`src/rtl/regfile_mp_pkg.sv`:
```
// regfile_mp_pkg: shared constants and struct bundles for the multi-port register file.
//   XLEN_DEF / REG_DEPTH_DEF : default data width and register count
//   regfile_mp_in_type       : decode/writeback request bundle (default geometry)
//   regfile_mp_out_type      : read data, busy lookups and busy_any bundle
package regfile_mp_pkg;
  localparam int XLEN_DEF = 32;
  localparam int REG_DEPTH_DEF = 32;
  localparam int NR_DEF = 2;
  localparam int NW_DEF = 1;
  localparam int AW_DEF = $clog2(REG_DEPTH_DEF);
  typedef struct packed {
    logic [NR_DEF-1:0]                rden;
    logic [NR_DEF-1:0][AW_DEF-1:0]    raddr;
    logic [NW_DEF-1:0]                wren;
    logic [NW_DEF-1:0][AW_DEF-1:0]    waddr;
    logic [NW_DEF-1:0][XLEN_DEF-1:0]  wdata;
    logic                             lock_en;
    logic [AW_DEF-1:0]                lock_addr;
    logic                             flush;
  } regfile_mp_in_type;
  typedef struct packed {
    logic [NR_DEF-1:0][XLEN_DEF-1:0]  rdata;
    logic [NR_DEF-1:0]                rbusy;
    logic                             busy_any;
  } regfile_mp_out_type;
endpackage

```
`src/rtl/regfile_scoreboard.sv`:
```
// regfile_scoreboard: per-register busy bits for outstanding multi-cycle producers.
//   clk, rst                  : clock, synchronous active-high reset
//   lock_en_i, lock_addr_i    : mark a register busy
//   flush_i                   : clear every busy bit (drops a same-cycle lock)
//   wren_i, waddr_i           : writebacks retire the busy bit of their target
//   rden_i, raddr_i, rbusy_o  : NR stored-state lookups, gated by rden_i
//   busy_any_o                : OR of all busy bits
module regfile_scoreboard import regfile_mp_pkg::*; #(
  parameter int DEPTH    = REG_DEPTH_DEF,
  parameter int NR       = 2,
  parameter int NW       = 1,
  parameter int ZERO_REG = 1
) (
  input  logic                                  clk,
  input  logic                                  rst,
  input  logic                                  lock_en_i,
  input  logic [$clog2(DEPTH)-1:0]              lock_addr_i,
  input  logic                                  flush_i,
  input  logic [NW-1:0]                         wren_i,
  input  logic [NW-1:0][$clog2(DEPTH)-1:0]      waddr_i,
  input  logic [NR-1:0]                         rden_i,
  input  logic [NR-1:0][$clog2(DEPTH)-1:0]      raddr_i,
  output logic [NR-1:0]                         rbusy_o,
  output logic                                  busy_any_o
);
  localparam int AW = $clog2(DEPTH);
  logic [DEPTH-1:0] busy_q, busy_d;
  // Priority per bit, lowest to highest: hold, write clear, lock set, flush/zero-reg clear.
  always_comb begin
    for (int k = 0; k < DEPTH; k++) begin
      busy_d[k] = busy_q[k];
      for (int j = 0; j < NW; j++)
        if (wren_i[j] && waddr_i[j] == AW'(k)) busy_d[k] = 1'b0;
      if (lock_en_i && lock_addr_i == AW'(k)) busy_d[k] = 1'b1;
      if (flush_i || (ZERO_REG != 0 && k == 0)) busy_d[k] = 1'b0;
    end
  end
  always_ff @(posedge clk) busy_q <= rst ? '0 : busy_d;
  always_comb
    for (int i = 0; i < NR; i++) rbusy_o[i] = rden_i[i] & busy_q[raddr_i[i]];
  assign busy_any_o = |busy_q;
endmodule

```
`src/rtl/regfile_mp.sv`:
```
// regfile_mp: NR-read / NW-write integer register file with busy-bit scoreboard.
//   clk, rst                       : clock, synchronous active-high reset
//   rden_i, raddr_i -> rdata_o     : combinational reads (0 when disabled)
//   rbusy_o                        : busy bit of each read address, 0 when disabled
//   wren_i, waddr_i, wdata_i       : writeback ports, highest index wins on conflict
//   lock_en_i, lock_addr_i, flush_i: scoreboard set / global clear
//   busy_any_o                     : any register still busy
// Build option: define REGISTER_BYPASS_EN for same-cycle write-to-read forwarding.
module regfile_mp import regfile_mp_pkg::*; #(
  parameter int XLEN     = XLEN_DEF,
  parameter int DEPTH    = REG_DEPTH_DEF,
  parameter int NR       = 2,
  parameter int NW       = 1,
  parameter int ZERO_REG = 1
) (
  input  logic                                  clk,
  input  logic                                  rst,
  input  logic [NR-1:0]                         rden_i,
  input  logic [NR-1:0][$clog2(DEPTH)-1:0]      raddr_i,
  output logic [NR-1:0][XLEN-1:0]               rdata_o,
  output logic [NR-1:0]                         rbusy_o,
  input  logic [NW-1:0]                         wren_i,
  input  logic [NW-1:0][$clog2(DEPTH)-1:0]      waddr_i,
  input  logic [NW-1:0][XLEN-1:0]               wdata_i,
  input  logic                                  lock_en_i,
  input  logic [$clog2(DEPTH)-1:0]              lock_addr_i,
  input  logic                                  flush_i,
  output logic                                  busy_any_o
);
  logic [XLEN-1:0] regs_q [DEPTH];
  logic [NR-1:0]   sb_busy;
  logic [NR-1:0]   hit;
  regfile_scoreboard #(.DEPTH(DEPTH), .NR(NR), .NW(NW), .ZERO_REG(ZERO_REG)) u_sb (
    .clk(clk), .rst(rst),
    .lock_en_i(lock_en_i), .lock_addr_i(lock_addr_i), .flush_i(flush_i),
    .wren_i(wren_i), .waddr_i(waddr_i),
    .rden_i(rden_i), .raddr_i(raddr_i),
    .rbusy_o(sb_busy), .busy_any_o(busy_any_o)
  );
  // Later ports are assigned last, so the highest-indexed writer wins.
  always_ff @(posedge clk) begin
    if (rst) begin
      for (int k = 0; k < DEPTH; k++) regs_q[k] <= '0;
    end else begin
      for (int j = 0; j < NW; j++)
        if (wren_i[j] && !(ZERO_REG != 0 && waddr_i[j] == '0)) regs_q[waddr_i[j]] <= wdata_i[j];
    end
  end
  always_comb begin
    hit = '0;
    for (int i = 0; i < NR; i++) begin
      rdata_o[i] = (rden_i[i] && !(ZERO_REG != 0 && raddr_i[i] == '0)) ? regs_q[raddr_i[i]] : '0;
`ifdef REGISTER_BYPASS_EN
      for (int j = 0; j < NW; j++)
        if (rden_i[i] && wren_i[j] && waddr_i[j] == raddr_i[i] && !(ZERO_REG != 0 && raddr_i[i] == '0)) begin
          rdata_o[i] = wdata_i[j];
          hit[i] = 1'b1;
        end
`endif
      // A forwarded write retires the producer, unless a new lock lands on the same register.
      rbusy_o[i] = sb_busy[i] & ~(hit[i] & ~(lock_en_i & ~flush_i & (lock_addr_i == raddr_i[i])));
    end
  end
endmodule

```
`config.mk`:
```
export PLATFORM = sky130hd
export DESIGN_NAME = regfile_mp
export DESIGN_NICKNAME = d
export VERILOG_FILES = /design/src/rtl/regfile_mp_pkg.sv /design/src/rtl/regfile_scoreboard.sv /design/src/rtl/regfile_mp.sv
export SDC_FILE = /design/constraint.sdc
export NUM_CORES = 2
export LEC_CHECK = 0
export ABC_CLOCK_PERIOD_IN_PS = 4900
export BUFFER_PORTS_ARGS = -buffer_cell sky130_fd_sc_hd__buf_2
export CORE_UTILIZATION = 55
export CTS_CLUSTER_DIAMETER = 150
export DETAILED_ROUTE_END_ITERATION = 8
export PLACE_DENSITY = 0.76
export SKIP_CTS_REPAIR_TIMING = 1
export SYNTH_ARGS = -nofsm -noshare
export SYNTH_HDL_FRONTEND = slang
export SYNTH_SLANG_ARGS = --single-unit
export TNS_END_PERCENT = 100
```
`constraint.sdc`:
```
create_clock -name clk -period 4.9 [get_ports clk]
set_clock_uncertainty 0.2 [all_clocks]
set_input_delay 0.735 -clock clk [delete_from_list [all_inputs] [get_ports clk]]
set_output_delay 0.735 -clock clk [all_outputs]
set_load 0.01 [all_outputs]
```
==> flow_summary_export.csv <==
group,metric,value,unit
sta,number_of_failing_setup_endpoints_in_the_final_timing_report,0,
global_route,final_global_route_overflow_total,0,
setup_path,worst-endpoint-arrival,3.81,ns
global_route,antenna_found_initial,17,
clocking,cts_max_level,3,
setup_path,worst_r2r_endpoint,"u_sb.busy_q[18]",
global_route,grt_pass1_vias,38900,
die,fp.coreArea,102000,µm²
min_path,hold_path_end,"u_sb.busy_q[13]",
drt,via_count,40100,
sta,maxSlewHeadroom,11.9,%
pwr,power.clock.fraction,38.0,%
yosys,yosys.area_share.adder,0,%
setup_path,ff2ff_setup_slack,3.92,ns
clocking,numCtsBuffers,109,
final_layout,layout.cells.most_common,"sky130_fd_sc_hd__edfxtp_1",
final_layout,final_cell_mix,"sky130_fd_sc_hd__edfxtp_1, sky130_fd_sc_hd__and2_1, sky130_fd_sc_hd__mux4_2, sky130_fd_sc_hd__mux2i_1, sky130_fd_sc_hd__nand2_1",
clocking,clockBufferDepth,3,
yosys,synth_xor_area_share,0,%
yosys,synth-seq-area-share,54.9,%
die,initial_core_util,55.8,%
setup_path,crit_path_from,"raddr_i[7]",
global_route,grt_pass1_wl,280000,µm
drt,vias_per_cell,7.10,
die,die_area,105000,µm²
sta,timing_max_transition_violations_final,0,
yosys,syn-cell-area,57100,µm²
setup_path,critPathRequiredTime,3.96,ns
pwr,netSwitchingFraction,25.5,%
placement,dp.final_hpwl,120000,µm
yosys,synth_top_family_by_area,"multiplexers",
sta,max_freq,211,MHz
placement,place.gp.congestion,0.940,
die,core.rowCount,117,
sta,final-hold-violation-count,0,
pwr,share_of_total_power_in_sequential_cells,49.6,%
setup_path,r2r_start,"u_sb.busy_q[18]",
global_route,grt_use_total,38.3,%
clocking,clkSlewWorstSetupHoldPaths,0.06,ns
drt,drtPass1Iterations,8,
pwr,power-per-cell-area,339,nW/µm²
pwr,p_switching,0.00548,W
yosys,postSynth.topFlopCell,"sky130_fd_sc_hd__edfxtp_1",
yosys,synth_edf_count,1024,
pwr,power_frac_comb,12.4,%
final_layout,utilization,61.8,%
drt,final_antenna_net_count,0,
min_path,hold_class,"input port to register",
pwr,total_leakage_power,22.8,nW
sta,fin_setup_tns,0,ns
run,number_of_max_cap_violations,0,
pwr,internal_power,0.0160,W
outcome,run_status,"finished clean",
final_layout,fill_cells,7519,
setup_path,critical_path.max_fanout,36,
min_path,worst_hold_startpoint,"lock_addr_i[3]",
clocking,tritoncts_num_sinks,1055,
min_path,holdPathStages,3,
yosys,post_synth_and_or_nand_nor_area_fraction,15.6,%
setup_path,worst-r2r-cell-count,2,
die,overall_die_height,324,µm
sta,rsz_0062_raised_after_global_routing,"no",
final_layout,synthesis_to_finish_area_growth,10.8,%
yosys,post_synth_inst_count,4167,
yosys,synth_compound_gate_area_share,4.15,%
clocking,clock_insertion_delay_worst_skew,0.70,ns
clocking,root_buffer,"sky130_fd_sc_hd__clkbuf_16",
sta,period_needed,4.75,ns
placement,place.port_buffers,125,
drt,post_drt_wl_per_cell,35.4,µm
yosys,ys.warnings.count,0,
sta,min_period_over_period,96.9,%
drt,dr.first_iter.drc_count,6906,
yosys,muxShareOfSynthArea,21.8,%
global_route,grt_max_degree,81,
final_layout,layout.nets,4235,
pwr,ir_drop,325,µV
die,die_w,324,µm
final_layout,final_layout_size_suffix_gt1_share,22.7,%
yosys,async_reset_ff_share,0,%
setup_path,timing_worst_setup_path_type,"input port to output pin",
yosys,synth_seq_cells,1055,
setup_path,worstSetupStartpointType,"input port",
die,i_o_pin_total,126,
sta,worstMarginPinSlew,1.32,ns
clocking,tritoncts,"done",
yosys,ys_types,46,
setup_path,end_kind,"output pin",
yosys,post_synth.cell_area_avg,13.7,µm²
drt,drcViolationCount,0,
drt,wl,200000,µm
critical path, cell delays in order:
cell	delay [ns]
sky130_fd_sc_hd__buf_6	0.34
sky130_fd_sc_hd__or3b_2	0.75
sky130_fd_sc_hd__buf_4	0.40
sky130_fd_sc_hd__o21ai_1	0.18
sky130_fd_sc_hd__or3_1	0.14
sky130_fd_sc_hd__a21oi_1	0.08
sky130_fd_sc_hd__nor4_1	0.70
sky130_fd_sc_hd__buf_4	0.25
sky130_fd_sc_hd__buf_2	0.20
cells by family (layout without fill, tap and decap cells):
family | count (synthesis) | count (layout)
AO/OA/AOI/OAI | 360 | 360
AND/OR/NAND/NOR | 1559 | 1559
multiplexers | 771 | 771
buffers and inverters | 421 | 483
flip-flops | 1055 | 1055
other | 1 | 44
layer usage:
layer  up-vias  routed length (µm)  global-route usage, %
met3       795               31500                   12.8
met1     19900               67400                   49.4
met4        10               14600                   23.8
met2      3721               86400                   55.9
met5         -                  71                      0
li1      15700                   -                      -
cells in the mapped netlist (all sizes together) (4+ instances only):
master / count / area share [%]
or3: 9 / 0.099
o22a: 20 / 0.31
a22oi: 13 / 0.17
nor3: 40 / 0.35
o22ai: 101 / 1.1
nand2: 172 / 1.1
o211a: 25 / 0.44
nor2b: 11 / 0.12
or2: 19 / 0.21
mux2: 54 / 1.1
nor2: 194 / 1.3
nand2b: 6 / 0.066
nor4: 37 / 0.67
clkbuf: 260 / 1.7
buf: 159 / 1.7
mux4: 373 / 15
a211oi: 15 / 0.20
edfxtp: 1024 / 54
and2: 1007 / 11
a31oi: 36 / 0.39
or3b: 4 / 0.061
nand3: 43 / 0.38
o21bai: 15 / 0.20
a21oi: 49 / 0.43
o221ai: 21 / 0.32
mux2i: 344 / 6.0
o21ai: 63 / 0.55
or4: 8 / 0.11
dfxtp: 31 / 1.1
state kept, by name, indices dropped and copies added (netlist names):
name,flops
u_sb.busy_q,31
regs_q,1024
worst max path at each step:
stage | depth (start not counted) | slack, ns | endpoint
2_1_floorplan | 3 | 1.60 | regs_q[19][0]
3_3_place_gp | 9 | 0.40 | rdata_o[58]
3_5_place_dp | 9 | 0.35 | rdata_o[52]
4_1_cts | 9 | 0.34 | rdata_o[52]
5_1_grt | 9 | 0.14 | rdata_o[52]
6_report | 9 | 0.15 | rdata_o[52]
power by group through the flow:
stage                     sequential [W]  clock (W)  combinational [W]
after global placement            0.0108          0            0.00255
final                             0.0107    0.00815            0.00267
after floorplan                   0.0107          0            0.00164
after CTS                         0.0106    0.00813            0.00258
after detailed placement          0.0108          0            0.00257
after global routing              0.0107    0.00848            0.00273
metrics by stage:
stage	instances	worst slack (ns)	hold WS [ns]	area, µm²	power, W
floorplan	4198	1.60	0.268	57200	0.0124
global placement	5433	0.401	0.298	59800	0.0133
detailed placement	5433	0.354	0.305	59800	0.0134
CTS	5628	0.340	0.144	63200	0.0213
global route	5630	0.137	0.173	63200	0.0219
finish	5640	0.151	0.178	63300	0.0215
final cells by class:
| type | count | area (µm²) | area share (%) |
|---|---|---|---|
| Timing Repair Buffer | 286 | 2430 | 3.85 |
| Multi-Input combinational cell | 2722 | 24300 | 38.4 |
| Clock inverter | 64 | 531 | 0.838 |
| Sequential cell | 1055 | 31400 | 49.6 |
| Tap cell | 1368 | 1710 | 2.71 |
| Inverter | 2 | 8.76 | 0.0138 |
| Clock buffer | 131 | 2870 | 4.54 |
| Antenna cell | 12 | 30.0 | 0.0475 |
Power figures use the tool's default switching activity.
